<file path="src/rtl/la_pkg.sv">
// Shared types for the logic-analyser capture path.
package la_pkg;

  typedef enum logic [2:0] {
    IDLE,
    FILL,
    ARMED,
    POST,
    DONE
  } cap_state_t;

  typedef enum logic [1:0] {
    EV_NONE,
    EV_WR,
    EV_ARM,
    EV_DONE
  } cap_ev_t;

endpackage

</file>
<file path="src/rtl/capture_ctrl_if.sv">
// Sampling-side control bus of the capture controller; master is the
// sample/trigger source, slave is capture_ctrl.
interface capture_ctrl_if #(
  parameter int LOG2 = 9
);
  logic            wrt_smpl;
  logic            run;
  logic            triggered;
  logic [LOG2-1:0] trig_pos;
  logic            clr_capture;
  logic            we;
  logic [LOG2-1:0] waddr;
  logic            set_armed;
  logic            armed;
  logic            set_capture_done;
  logic            capture_done;
  logic [LOG2-1:0] addr_ptr;

  modport master (
    output wrt_smpl, run, triggered, trig_pos, clr_capture,
    input  we, waddr, set_armed, armed, set_capture_done, capture_done, addr_ptr
  );

  modport slave (
    input  wrt_smpl, run, triggered, trig_pos, clr_capture,
    output we, waddr, set_armed, armed, set_capture_done, capture_done, addr_ptr
  );
endinterface

</file>
<file path="src/rtl/capture_ctrl_wrap_cntr.sv">
// Modulo-ENTRIES address counter; clr has priority over en, nxt is the
// combinational successor of cnt.
module wrap_cntr #(
  parameter int ENTRIES = 384,
  parameter int LOG2    = 9
) (
  input  logic            clk,
  input  logic            rst_n,
  input  logic            clr,
  input  logic            en,
  output logic [LOG2-1:0] cnt,
  output logic [LOG2-1:0] nxt
);
  localparam logic [LOG2-1:0] LAST = LOG2'(ENTRIES - 1);

  assign nxt = (cnt == LAST) ? '0 : cnt + LOG2'(1);

  always_ff @(posedge clk or negedge rst_n) begin
    if (!rst_n) begin
      cnt <= '0;
    end else if (clr) begin
      cnt <= '0;
    end else if (en) begin
      cnt <= nxt;
    end
  end
endmodule

</file>
<file path="src/rtl/capture_ctrl.sv">
// Circular-buffer capture sequencer: pre-trigger fill, arm, post-trigger count.
// we is combinational with wrt_smpl; all other outputs are registered (1 clk).
module capture_ctrl
  import la_pkg::*;
#(
  parameter int ENTRIES = 384,
  parameter int LOG2    = 9
) (
  input  logic          clk,
  input  logic          rst_n,
  capture_ctrl_if.slave bus
);
  localparam logic [LOG2-1:0] TP_MAX  = LOG2'(ENTRIES - 1);
  localparam logic [LOG2:0]   DEPTH_W = (LOG2 + 1)'(ENTRIES);

  cap_state_t      state;
  logic [LOG2-1:0] smpl_cnt;
  logic [LOG2-1:0] trig_cnt;
  logic [LOG2-1:0] tp;
  logic [LOG2-1:0] waddr;
  logic [LOG2-1:0] waddr_nxt;
  logic [LOG2:0]   smpl_inc;
  logic [LOG2:0]   fill_target;
  logic [LOG2-1:0] trig_inc;
  logic            capturing;
  logic            armed_r;
  logic            set_armed_r;
  logic            done_r;
  logic            set_done_r;
  logic [LOG2-1:0] addr_ptr_r;

  // Pre-trigger depth can equal ENTRIES (tp == 0), hence the extra bit.
  assign smpl_inc    = {1'b0, smpl_cnt} + (LOG2 + 1)'(1);
  assign fill_target = DEPTH_W - {1'b0, tp};
  assign trig_inc    = trig_cnt + LOG2'(1);
  assign capturing   = (state == FILL) || (state == ARMED) || (state == POST);

  assign bus.we               = bus.wrt_smpl & capturing;
  assign bus.waddr            = waddr;
  assign bus.armed            = armed_r;
  assign bus.set_armed        = set_armed_r;
  assign bus.capture_done     = done_r;
  assign bus.set_capture_done = set_done_r;
  assign bus.addr_ptr         = addr_ptr_r;

  wrap_cntr #(
    .ENTRIES (ENTRIES),
    .LOG2    (LOG2)
  ) u_waddr (
    .clk   (clk),
    .rst_n (rst_n),
    .clr   ((state == IDLE) && bus.run),
    .en    (bus.we),
    .cnt   (waddr),
    .nxt   (waddr_nxt)
  );

  always_ff @(posedge clk or negedge rst_n) begin
    if (!rst_n) begin
      state       <= IDLE;
      smpl_cnt    <= '0;
      trig_cnt    <= '0;
      tp          <= '0;
      armed_r     <= 1'b0;
      set_armed_r <= 1'b0;
      done_r      <= 1'b0;
      set_done_r  <= 1'b0;
      addr_ptr_r  <= '0;
    end else begin
      set_armed_r <= 1'b0;
      set_done_r  <= 1'b0;
      case (state)
        IDLE: begin
          if (bus.run) begin
            state    <= FILL;
            smpl_cnt <= '0;
            trig_cnt <= '0;
            tp       <= (bus.trig_pos > TP_MAX) ? TP_MAX : bus.trig_pos;
          end
        end
        FILL: begin
          if (!bus.run) begin
            state   <= IDLE;
            armed_r <= 1'b0;
          end else if (bus.wrt_smpl) begin
            smpl_cnt <= smpl_inc[LOG2-1:0];
            if (smpl_inc == fill_target) begin
              state       <= ARMED;
              set_armed_r <= 1'b1;
              armed_r     <= 1'b1;
            end
          end
        end
        ARMED: begin
          if (!bus.run) begin
            state   <= IDLE;
            armed_r <= 1'b0;
          end else if (bus.triggered) begin
            trig_cnt <= '0;
            if (tp == '0) begin
              state      <= DONE;
              set_done_r <= 1'b1;
              done_r     <= 1'b1;
              armed_r    <= 1'b0;
              addr_ptr_r <= bus.we ? waddr_nxt : waddr;
            end else begin
              state <= POST;
            end
          end
        end
        POST: begin
          if (!bus.run) begin
            state   <= IDLE;
            armed_r <= 1'b0;
          end else if (bus.wrt_smpl) begin
            trig_cnt <= trig_inc;
            if (trig_inc == tp) begin
              state      <= DONE;
              set_done_r <= 1'b1;
              done_r     <= 1'b1;
              armed_r    <= 1'b0;
              addr_ptr_r <= waddr_nxt;
            end
          end
        end
        DONE: begin
          if (bus.clr_capture) begin
            state  <= IDLE;
            done_r <= 1'b0;
          end
        end
        default: state <= IDLE;
      endcase
    end
  end
endmodule

</file>
<file path="src/flat_wrapper.sv">
// flat-port wrapper written by rule: the top's interface ports become plain ports
module capture_ctrl_flat import la_pkg::*;
#(
  parameter int ENTRIES = 384,
  parameter int LOG2    = 9
)
  (clk, rst_n, bus_wrt_smpl, bus_run, bus_triggered, bus_trig_pos, bus_clr_capture, bus_we, bus_waddr, bus_set_armed, bus_armed, bus_set_capture_done, bus_capture_done, bus_addr_ptr);
  capture_ctrl_if #(.LOG2(LOG2)) bus_i ();
  input  logic clk;
  input  logic rst_n;
  input wire logic [$bits(bus_i.wrt_smpl)-1:0] bus_wrt_smpl;
  input wire logic [$bits(bus_i.run)-1:0] bus_run;
  input wire logic [$bits(bus_i.triggered)-1:0] bus_triggered;
  input wire logic [$bits(bus_i.trig_pos)-1:0] bus_trig_pos;
  input wire logic [$bits(bus_i.clr_capture)-1:0] bus_clr_capture;
  output wire logic [$bits(bus_i.we)-1:0] bus_we;
  output wire logic [$bits(bus_i.waddr)-1:0] bus_waddr;
  output wire logic [$bits(bus_i.set_armed)-1:0] bus_set_armed;
  output wire logic [$bits(bus_i.armed)-1:0] bus_armed;
  output wire logic [$bits(bus_i.set_capture_done)-1:0] bus_set_capture_done;
  output wire logic [$bits(bus_i.capture_done)-1:0] bus_capture_done;
  output wire logic [$bits(bus_i.addr_ptr)-1:0] bus_addr_ptr;
  assign bus_i.wrt_smpl = bus_wrt_smpl;
  assign bus_i.run = bus_run;
  assign bus_i.triggered = bus_triggered;
  assign bus_i.trig_pos = bus_trig_pos;
  assign bus_i.clr_capture = bus_clr_capture;
  assign bus_we = bus_i.we;
  assign bus_waddr = bus_i.waddr;
  assign bus_set_armed = bus_i.set_armed;
  assign bus_armed = bus_i.armed;
  assign bus_set_capture_done = bus_i.set_capture_done;
  assign bus_capture_done = bus_i.capture_done;
  assign bus_addr_ptr = bus_i.addr_ptr;
  capture_ctrl #(.ENTRIES(ENTRIES), .LOG2(LOG2)) u_core (.clk(clk), .rst_n(rst_n), .bus(bus_i));
endmodule
</file>
<file path="config.mk">
export PLATFORM = sky130hd
export DESIGN_NAME = capture_ctrl_flat
export DESIGN_NICKNAME = d
export VERILOG_FILES = /design/src/rtl/la_pkg.sv /design/src/rtl/capture_ctrl_if.sv /design/src/rtl/capture_ctrl_wrap_cntr.sv /design/src/rtl/capture_ctrl.sv /design/src/flat_wrapper.sv
export SDC_FILE = /design/constraint.sdc
export NUM_CORES = 1
export LEC_CHECK = 0
export ABC_CLOCK_PERIOD_IN_PS = 3100
export CORE_UTILIZATION = 57
export DETAILED_ROUTE_END_ITERATION = 6
export GPL_TIMING_DRIVEN = 0
export PLACE_DENSITY = 0.81
export SYNTH_ARGS = -nofsm -noshare
export SYNTH_HDL_FRONTEND = slang
export SYNTH_SLANG_ARGS = --single-unit
</file>
<file path="constraint.sdc">
create_clock -name clk -period 3.1 [get_ports clk]
set_clock_uncertainty 0.1 [all_clocks]
set_input_delay 0.465 -clock clk [delete_from_list [all_inputs] [get_ports clk]]
set_output_delay 0.465 -clock clk [all_outputs]
set_load 0.005 [all_outputs]
</file>
* Yosys cells after proc, flatten, opt, wreduce, memory -nomap -nowiden
Cells that the tools add are included.
** Word-level totals
- Register bits :: 52
- Bits of input ports :: 15
- Output and inout port bits :: 23
- Logic and storage cells :: 117
** Cells by class
- Add/sub/neg operators :: 4
- Magnitude comparators :: 1
- Equal/unequal tests :: 23
- Multiplexer cells :: 61
- Bitwise gates (word level) :: 1
- Reductions and logical operators :: 17
** Operators with widths (count)
- $mux W9 :: 17
- $pmux W9 S2 :: 2
- $mux W3 :: 11
- $pmux W9 S3 :: 1
- $mux W1 :: 26
- $reduce_and A7 Y1 :: 3
- $ne A2 B2 Y1 const B :: 10
- $add A9 B1 Y9 const B :: 2
- $ne A3 B3 Y1 const B :: 6
- $pmux W3 S5 :: 1
- $add A9 B1 Y10 const B :: 1
- $eq A10 B10 Y1 :: 1
- $sub A9 B9 Y10 const A :: 1
- $eq A9 B9 Y1 :: 1
- $eq A9 B9 Y1 const B :: 1
- $gt A9 B9 Y1 const B :: 1
- $logic_not A9 Y1 :: 1
- $reduce_bool A3 Y1 :: 3
- $reduce_and A8 Y1 :: 1
- $eq A3 B2 Y1 const B :: 2
- $pmux W1 S3 :: 2
- $reduce_and A6 Y1 :: 1
- $reduce_and A4 Y1 :: 1
- $reduce_bool A2 Y1 :: 2
- other kinds (8) :: 9

* Depth between registers and ports, before layout
Gate-level depths: netlist of the first run.
- Depth in word-level cells :: 9
- Mapped depth :: 10
- Mapped depth without buffers :: 8

* Hierarchy
A second synthesis of the first run with hierarchy kept.
** Second synthesis, totals
- Cells, all modules :: 398
- Area, all modules :: 3604.7 um^2
** Modules (own cells, without submodules)
- capture_ctrl :: instances 1, cells an instance 326, area each 2962.8 um^2, sequential area each 1076.0 um^2
- wrap_cntr :: instances 1, cells an instance 72, area each 641.9 um^2, sequential area each 225.2 um^2

* Least setup slack after synthesis of the first run
OpenSTA, ideal clock, no wires.
- Path kind :: register -> register
- Start :: register u_core.tp[2]
- End :: register u_core.addr_ptr_r[0] (netlist: u_core.bus.addr_ptr[0])
- Setup time :: 0.125 ns
- Arrival time :: 2.537 ns
- Data required time :: 2.875 ns
- Setup slack :: 0.338 ns
- Stages on the path, launching flop included :: 9
- Buffers on the path :: 2
- Clock period less this slack :: 2.762 ns
- Cells stage by stage :: dfrtp_1 buf_6 or4_4 or4_4 o31a_1 nor3b_2 o31a_2 buf_6 mux2_4
** On the way
- Word-level cells in the longest chain between the ends :: 3
- Elaborated cells on any way between the ends :: 5
- Classes of those cells :: 3 x eq/ne; 2 x reduce/logical
** Ends and longest elaborated chain
- start: declaration :: line capture_ctrl.sv:19 : logic [LOG2-1:0] tp;
- start signal: assignment :: line capture_ctrl.sv:78 : tp <= (bus.trig_pos > TP_MAX) ? TP_MAX : bus.trig_pos;
- $eq A9 B9 Y1 / $logic_not A9 Y1 (equally long branches) :: line capture_ctrl.sv:117, capture_ctrl.sv:100
- $ne A2 B2 Y1 (no source line)
- $reduce_and A7 Y1 (no source line) (*)
- end signal: assignment :: line capture_ctrl.sv:105 : addr_ptr_r <= bus.we ? waddr_nxt : waddr;
- end signal: assignment :: line capture_ctrl.sv:122 : addr_ptr_r <= waddr_nxt;
- end: declaration :: line capture_ctrl.sv:30 : logic [LOG2-1:0] addr_ptr_r;
Mark *: on every way between the ends. The rest lies on a longest branch, timed or not.
A chain may end at the register's enable or synchronous reset.

* Worst setup path in the final report of the first run
- Start :: register u_core.tp[5]
- End :: register u_core.state[0]
** On the way
- Word-level cells in the longest chain between the ends :: 5
- Elaborated cells on any way between the ends :: 11
- Classes of those cells :: 1 x add/sub; 4 x eq/ne; 4 x mux; 2 x reduce/logical
** Ends and longest elaborated chain
- parallel branches: the longest is 5 deep, another holds $sub A9 B9 Y10
- end signal: assignment :: line capture_ctrl.sv:75 : state <= FILL;
- end signal: assignment :: line capture_ctrl.sv:96 : state <= IDLE;
- end signal: assignment :: line capture_ctrl.sv:101 : state <= DONE;
- end: declaration :: line capture_ctrl.sv:16 : cap_state_t state;
Several ways; the timed one is not identified. The select of a mux whose other input is x is not followed.

==> flow_summary.ini, run 1 <==
[drt]
drt_iter0_drc = 190
post-route-drc-count = 0
drt_wl_total_um = 7650
first_pass_iters = 5
vias = 2896
via_per_inst = 5.93
drtAntennaViolNets = 0
drt-wirelength-per-cell_um = 15.7

[sta]
timing.final.crit_share_pct = 96.3
worst_slack_ns = 0.116
finalHoldViolCount = 0
transition_time_at_the_pin_with_the_least_slew_margin_ns = 0.878
maxSlewHeadroom_pct = 40.7
fmax_ghz = 0.335
unrepaired_setup_endpoints_after_global_routing = no
final_max_slew_viol_count = 0
fin_crit_ns = 2.98
final-setup-viol-count = 0

[logic_synthesis]
syn_area_um2 = 3330
synth.top_cells.by_area = sky130_fd_sc_hd__dfrtp_1 39%, sky130_fd_sc_hd__o21ai_0 6.2%, sky130_fd_sc_hd__xnor2_1 4.2%
postSynthCellCount = 369
yosys.cell_count.top_type = sky130_fd_sc_hd__dfrtp_1
ys.flop_type = sky130_fd_sc_hd__dfrtp_1
post_synth_arst_share_pct = 100
synthesis.area_per_instance_um2 = 9.02
synth.ff_latch_count = 52
yosys-top-cells-count = 52 x sky130_fd_sc_hd__dfrtp_1, 41 x sky130_fd_sc_hd__o21ai_0, 37 x sky130_fd_sc_hd__nand2_1
ys_seq_area_share_pct = 39.1
synth-edff-count = 0
synthDominantAreaCellType = sky130_fd_sc_hd__dfrtp_1
netlist.area_leader.share_pct = 39.1
netlist-cell-type-count = 56
yosysWarnings = 0
syn_nets = 388

[cells_and_area]
number_of_fill_cells = 448
nets = 434
post_route_cells_drive_above_1_share_pct = 7.69
finalInstanceArea_um2 = 3930
fin_cells = 488
synthToLayoutAreaGrowth_pct = 17.9
final_util_pct = 70.4
antenna_cells_inserted = 0

[place]
routabilityCongestion = 0.878
placed_cells = 479
port-buffer-count = 37
post-place-ws_ns = -0.287
dpl_cell_area_um2 = 3800
dp_hpwl_um = 5570

[worst_hold_path]
worst_hold_path_type = flop to flop

[die]
io_pins = 38
core_area_um2 = 5570
start_util_pct = 59.7
die_width_um = 78.4
floorplan.die.height_um = 78.4
placementRows = 27
die-area_um2 = 6150

[setup_path]
sum_of_buffers_and_inverters_on_the_critical_path = 0
worst_path_max_delay_cell = sky130_fd_sc_hd__nor4b_1
crit_path_max_incr_delay_ns = 0.75
worstPathArrival_ns = 3.06
critical_path_capture_point_type = flop
timing.critical_path.cells = or4_4, nor4_1, nor3_1, nor4b_1, a221o_1, o311ai_0
critPathKind = flop to flop
critical_path_peak_fanout = 4
cp-start-kind = flop
critPathTopFamily = simple AND/OR/NAND/NOR gates
critical_path_data_required_time_ns = 3.18

[pwr]
worst_voltage_drop_across_the_vdd_grid_v = 0.000255
pwr_dens_nw_per_um2 = 432
design_power_total_w = 0.00170
leakage_nw = 1.61

[clock_network]
depth_of_the_cts_h_tree = 2
clk_path_buf_depth = 2
cts_tree = done
worstSkewPairLatency_ns = 0.32
post_cts.repair.setup_buffers = 0
worst_setup_hold_path_clk_slew_ns = 0.11
tritoncts_num_sinks = 52
clk_root_buffer_cell = sky130_fd_sc_hd__clkbuf_8
numCtsBuffers = 5

[global_routing]
antenna_found_initial = 0
grt_pass1_wl_um = 12800
first_global_vias = 2724
track_usage_pct = 26.7
grt.overflow.total = 0
grt_max_degree = 36

[run]
timing.max_cap.violations = 0

[status]
outcome = finished clean
-- power by group --
part           leakage, nW  internal (W)  total [W]  switching [W]
clock               0.0445      0.000161   0.000405       0.000244
combinational        0.868      0.000233   0.000500       0.000267
sequential           0.697      0.000729   0.000792      0.0000634
total                 1.61       0.00112    0.00170       0.000574
-- metrics by stage --
step | setup TNS (ns) | hold slack (ns)
floorplan | 0 | 0.0694
global placement | -8.21 | 0.381
detailed placement | -2.43 | 0.328
CTS | 0 | 0.413
global route | 0 | 0.438
finish | 0 | 0.412
-- final timing paths --
| kind | end | cells after the start | start | slack [ns] |
|---|---|---|---|---|
| setup / recovery | u_core.state[0] | 6 | u_core.tp[5] | 0.12 |
| max in group asynchronous | u_core.tp[7] | 3 | rst_n | 1.86 |
| setup reg to reg | u_core.state[0] | 6 | u_core.tp[5] | 0.12 |
| hold reg to reg | u_core.bus.capture_done | 1 | u_core.bus.capture_done | 0.41 |
| hold / removal | u_core.bus.capture_done | 1 | u_core.bus.capture_done | 0.41 |
| min in group asynchronous | u_core.trig_cnt[1] | 2 | rst_n | 0.51 |
-- cells in the final DEF (no fill, tap or decap), types with 3 or more instances in the layout --
cell type                         synthesis  routed
sky130_fd_sc_hd__nand2b_1                 3       3
sky130_fd_sc_hd__nor4_1                   3       3
sky130_fd_sc_hd__a31oi_1                  7       7
sky130_fd_sc_hd__nand3_1                 11      11
sky130_fd_sc_hd__nand3b_1                 4       4
sky130_fd_sc_hd__mux2i_1                  3       3
sky130_fd_sc_hd__mux2_4                   8       8
sky130_fd_sc_hd__buf_6                    3       3
sky130_fd_sc_hd__inv_1                   10      10
sky130_fd_sc_hd__clkbuf_8                 0       5
sky130_fd_sc_hd__dfrtp_1                 52      52
sky130_fd_sc_hd__and4_1                   3       3
sky130_fd_sc_hd__xor2_1                  13      13
sky130_fd_sc_hd__o31ai_1                  7       7
sky130_fd_sc_hd__and3_1                  10      10
sky130_fd_sc_hd__clkbuf_1                19      19
sky130_fd_sc_hd__nand4_1                  5       5
sky130_fd_sc_hd__nand2_1                 37      37
sky130_fd_sc_hd__nor2_1                  35      35
sky130_fd_sc_hd__nor2b_1                  3       3
sky130_fd_sc_hd__xnor3_1                  4       4
sky130_fd_sc_hd__nor3_1                   9       9
sky130_fd_sc_hd__o21ai_0                 41      41
sky130_fd_sc_hd__xnor2_1                 16      16
sky130_fd_sc_hd__and2_1                   6       6
sky130_fd_sc_hd__a21oi_1                 14      14
sky130_fd_sc_hd__clkdlybuf4s50_1          0      36
sky130_fd_sc_hd__ha_1                     4       3
-- cell type report --
cell class                      instances  area, um^2  share of cell area [%]
Inverter                               11        41.3                    1.05
Timing Repair Buffer                   39         395                    10.1
Clock buffer                            5        68.8                    1.75
Tap cell                               72        90.1                    2.30
Multi-Input combinational cell        284        1900                    48.5
Sequential cell                        52        1300                    33.2
Clock inverter                          3        21.3                   0.542
Buffer                                 22         105                    2.68
-- worst reg2reg max path, cell delays in order, from the launching register on --
cell and delay (ns):
sky130_fd_sc_hd__dfrtp_1 0.47, sky130_fd_sc_hd__or4_4 0.59, sky130_fd_sc_hd__nor4_1 0.39, sky130_fd_sc_hd__nor3_1 0.13, sky130_fd_sc_hd__nor4b_1 0.75, sky130_fd_sc_hd__a221o_1 0.29
sky130_fd_sc_hd__o311ai_0 0.13
-- cell families (layout without fill, tap and decap cells) --
kind of cell	Yosys count	in the layout	share of synthesized area (%)
XOR/XNOR	34	34	11.1
AO/OA/AOI/OAI	92	92	17.2
buffers and inverters	33	80	4.40
adder cells (fa/ha/maj)	4	4	1.50
multiplexers	13	13	5.19
flip-flops	52	52	39.1
AND/OR/NAND/NOR	141	141	21.5
-- registers in the layout, indices dropped and copies added, names as in the netlist --
register and cells:
u_core.smpl_cnt 9, u_core.bus.set_capture_done 1, u_core.bus.armed 1, u_core.bus.addr_ptr 9
u_core.bus.set_armed 1, u_core.bus.capture_done 1, u_core.state 3, u_core.trig_cnt 9
u_core.u_waddr.cnt 9, u_core.tp 9
-- metal layers --
| layer | GRT usage [%] | vias to the layer above | wire [um] |
|---|---|---|---|
| li1 | - | 1417 | - |
| met1 | 37.3 | 1386 | 3620 |
| met2 | 42.1 | 82 | 3550 |
| met3 | 4.30 | 11 | 365 |
| met4 | 9.07 | 0 | 114 |
| met5 | 0 | - | 0 |
-- timing repair --
item / in CTS / in global routing
hold buffers: 1 / 0
gates resized for setup: 2 / 2
cloned: 0 / 0
endpoints found under the setup margin: 10 / 8
hold endpoints to repair: 17 / 0
No activity file was read; power rests on OpenSTA's default activity.
==> run 2, diff against run 1 <==
--- a/config.mk
+++ b/config.mk
@@ -9,7 +9,7 @@
 export CORE_UTILIZATION = 57
 export DETAILED_ROUTE_END_ITERATION = 6
 export GPL_TIMING_DRIVEN = 0
-export PLACE_DENSITY = 0.81
+export PLACE_DENSITY = 0.78
 export SYNTH_ARGS = -nofsm -noshare
 export SYNTH_HDL_FRONTEND = slang
 export SYNTH_SLANG_ARGS = --single-unit
==> flow_summary.ini, run 2 (same netlist as run 1, synthesis figures left out) <==
[pwr]
leakage_nw = 1.63
switching_share_pct = 31.5
power.clock.fraction_pct = 27.8
cellInternalPower_w = 0.00123
power_switching_w = 0.000565
p_seq_share_pct = 44.1
pwr_dens_nw_per_um2 = 453
worst_voltage_drop_across_the_vdd_grid_v = 0.000321
p_comb_share_pct = 28.0

[global_routing]
grt.overflow.total = 0
track_usage_pct = 27.2
grt_max_degree = 41
first_global_vias = 2749
antenna_found_initial = 0
grt_pass1_wl_um = 13100

[cells_and_area]
mostFrequentLayoutCells = 51 x sky130_fd_sc_hd__dfrtp_1, 41 x sky130_fd_sc_hd__o21ai_0, 37 x sky130_fd_sc_hd__nand2_1
synthToLayoutAreaGrowth_pct = 19.1
antenna_cells_inserted = 0
mostFrequentLayoutCell = sky130_fd_sc_hd__dfrtp_1
fin_cells = 488
nets = 434
post_route_cells_drive_above_1_share_pct = 8.17
final_util_pct = 71.1

[place]
port-buffer-count = 37
routabilityCongestion = 0.885
dp_hpwl_um = 5720
placed_cells = 479

[worst_hold_path]
worst_hold_path.num_cells = 1
hold_path.startpoint = u_core.bus.capture_done
timing.hold.worst_endpoint = u_core.bus.capture_done
worst_hold_path_type = flop to flop

[sta]
fin_crit_ns = 2.97
maxSlewHeadroom_pct = 48.4
fin_setup_tns_ns = 0
final-setup-viol-count = 0
transition_time_at_the_pin_with_the_least_slew_margin_ns = 0.768
unrepaired_setup_endpoints_after_global_routing = no
timing.final.crit_share_pct = 95.9
final_max_slew_viol_count = 0
fmax_ghz = 0.336
finalHoldViolCount = 0

[die]
floorplan.die.height_um = 78.4
placementRows = 27
die_width_um = 78.4
die-area_um2 = 6150
core_area_um2 = 5570
io_pins = 38
start_util_pct = 59.7

[clock_network]
worst_setup_hold_path_clk_slew_ns = 0.10
post_cts.repair.setup_buffers = 0
numCtsBuffers = 5
worstSkewPairLatency_ns = 0.31
clk_path_buf_depth = 2
tritoncts_num_sinks = 52
depth_of_the_cts_h_tree = 2
cts_tree = done
clk_root_buffer_cell = sky130_fd_sc_hd__clkbuf_8

[drt]
via_per_inst = 5.92
vias = 2889
post-route-drc-count = 0
drtAntennaViolNets = 0
first_pass_iters = 5
drt_wl_total_um = 7820
drt_iter0_drc = 150
drt-wirelength-per-cell_um = 16.0

[setup_path]
critPathKind = flop to flop
critical_path_data_required_time_ns = 3.20
timing.critical_path.cells = or4_4, or4_4, o31a_1, nor3b_2, o31a_2, buf_6, mux2_4
crit_path_max_incr_delay_ns = 0.59
worstReg2RegStart = u_core.tp[5]
worst_path_max_delay_cell = sky130_fd_sc_hd__or4_4
critical_path_peak_fanout = 10
worstPathArrival_ns = 3.08
r2r-end = u_core.bus.addr_ptr[0]
critical_path_capture_point_type = flop
worst_path_most_repeated_cell = sky130_fd_sc_hd__or4_4
critPathTopFamily = simple AND/OR/NAND/NOR gates
minimum_setup_slack_among_reg_to_reg_paths_ns = 0.13
cp-start-kind = flop
ff2ff_path_depth = 7
sum_of_buffers_and_inverters_on_the_critical_path = 1

[status]
outcome = finished clean

[run]
timing.max_cap.violations = 0
==> run 2: cell count changes in the layout (fill, tap and decap cells not counted), sizes merged <==
| cell | previous run | this run |
|---|---|---|
| bufinv | 0 | 1 |
| clkbuf | 24 | 25 |
| clkinvlp | 1 | 0 |
| inv | 11 | 10 |
==> run 2: stage by stage <==
step | hold slack (ns) | setup slack, ns | area [um^2] | total power [W]
6_report | 0.407 | 0.126 | 3960 | 0.00179
5_1_grt | 0.422 | 0.0202 | 3960 | 0.00188
4_1_cts | 0.411 | 0.0491 | 3950 | 0.00179
3_5_place_dp | 0.282 | -0.356 | 3800 | 0.00129
3_3_place_gp | 0.380 | -0.260 | 3790 | 0.00127
2_1_floorplan | 0.0694 | 0.338 | 3330 | 0.00114
==> run 2: repair_timing <==
action / 4_1_cts / 5_1_grt
resized for setup: 3 / 3
endpoints found under the setup margin: 12 / 9
endpoints found under the hold margin: 12 / 0
pin swaps: 0 / 0
cloned: 0 / 0
hold buffers: 1 / 0
==> run 2: cell type report <==
cell class              count  area [um^2]
plain buffers              22          105
clock buffers               6         82.6
clock inverters             2         38.8
fillers                   451         1610
inverters                  11         41.3
multi-input cells         284         1910
flip-flops and latches     52         1300
well taps                  72         90.1
repair buffers             39          395
==> run 2: how the worst max path moves through the flow <==
stage	end	depth (start not counted)	from	slack (ns)
finish	u_core.bus.addr_ptr[0]	7	u_core.tp[5]	0.13
global route	u_core.bus.addr_ptr[5]	7	bus_wrt_smpl	0.02
CTS	u_core.state[0]	6	u_core.tp[5]	0.05
detailed placement	u_core.bus.addr_ptr[0]	8	u_core.trig_cnt[0]	-0.36
global placement	u_core.bus.addr_ptr[6]	8	u_core.trig_cnt[0]	-0.26
floorplan	u_core.bus.addr_ptr[0]	8	u_core.tp[2]	0.34
==> run 2: layer usage <==
metal / vias to the layer above / wire, um / global-route usage [%]
li1: 1410 / - / -
met1: 1404 / 3720 / 38.3
met2: 67 / 3700 / 44.2
met3: 8 / 320 / 3.37
met4: 0 / 83 / 7.78
met5: - / 0 / 0
==> run 2: power by group through the flow <==
stage | registers [W] | clock network [W] | logic, W
after global routing | 0.000798 | 0.000524 | 0.000555
after detailed placement | 0.000804 | 0 | 0.000487
after CTS | 0.000791 | 0.000502 | 0.000497
after global placement | 0.000803 | 0 | 0.000469
after floorplan | 0.000788 | 0 | 0.000347
final | 0.000792 | 0.000499 | 0.000503
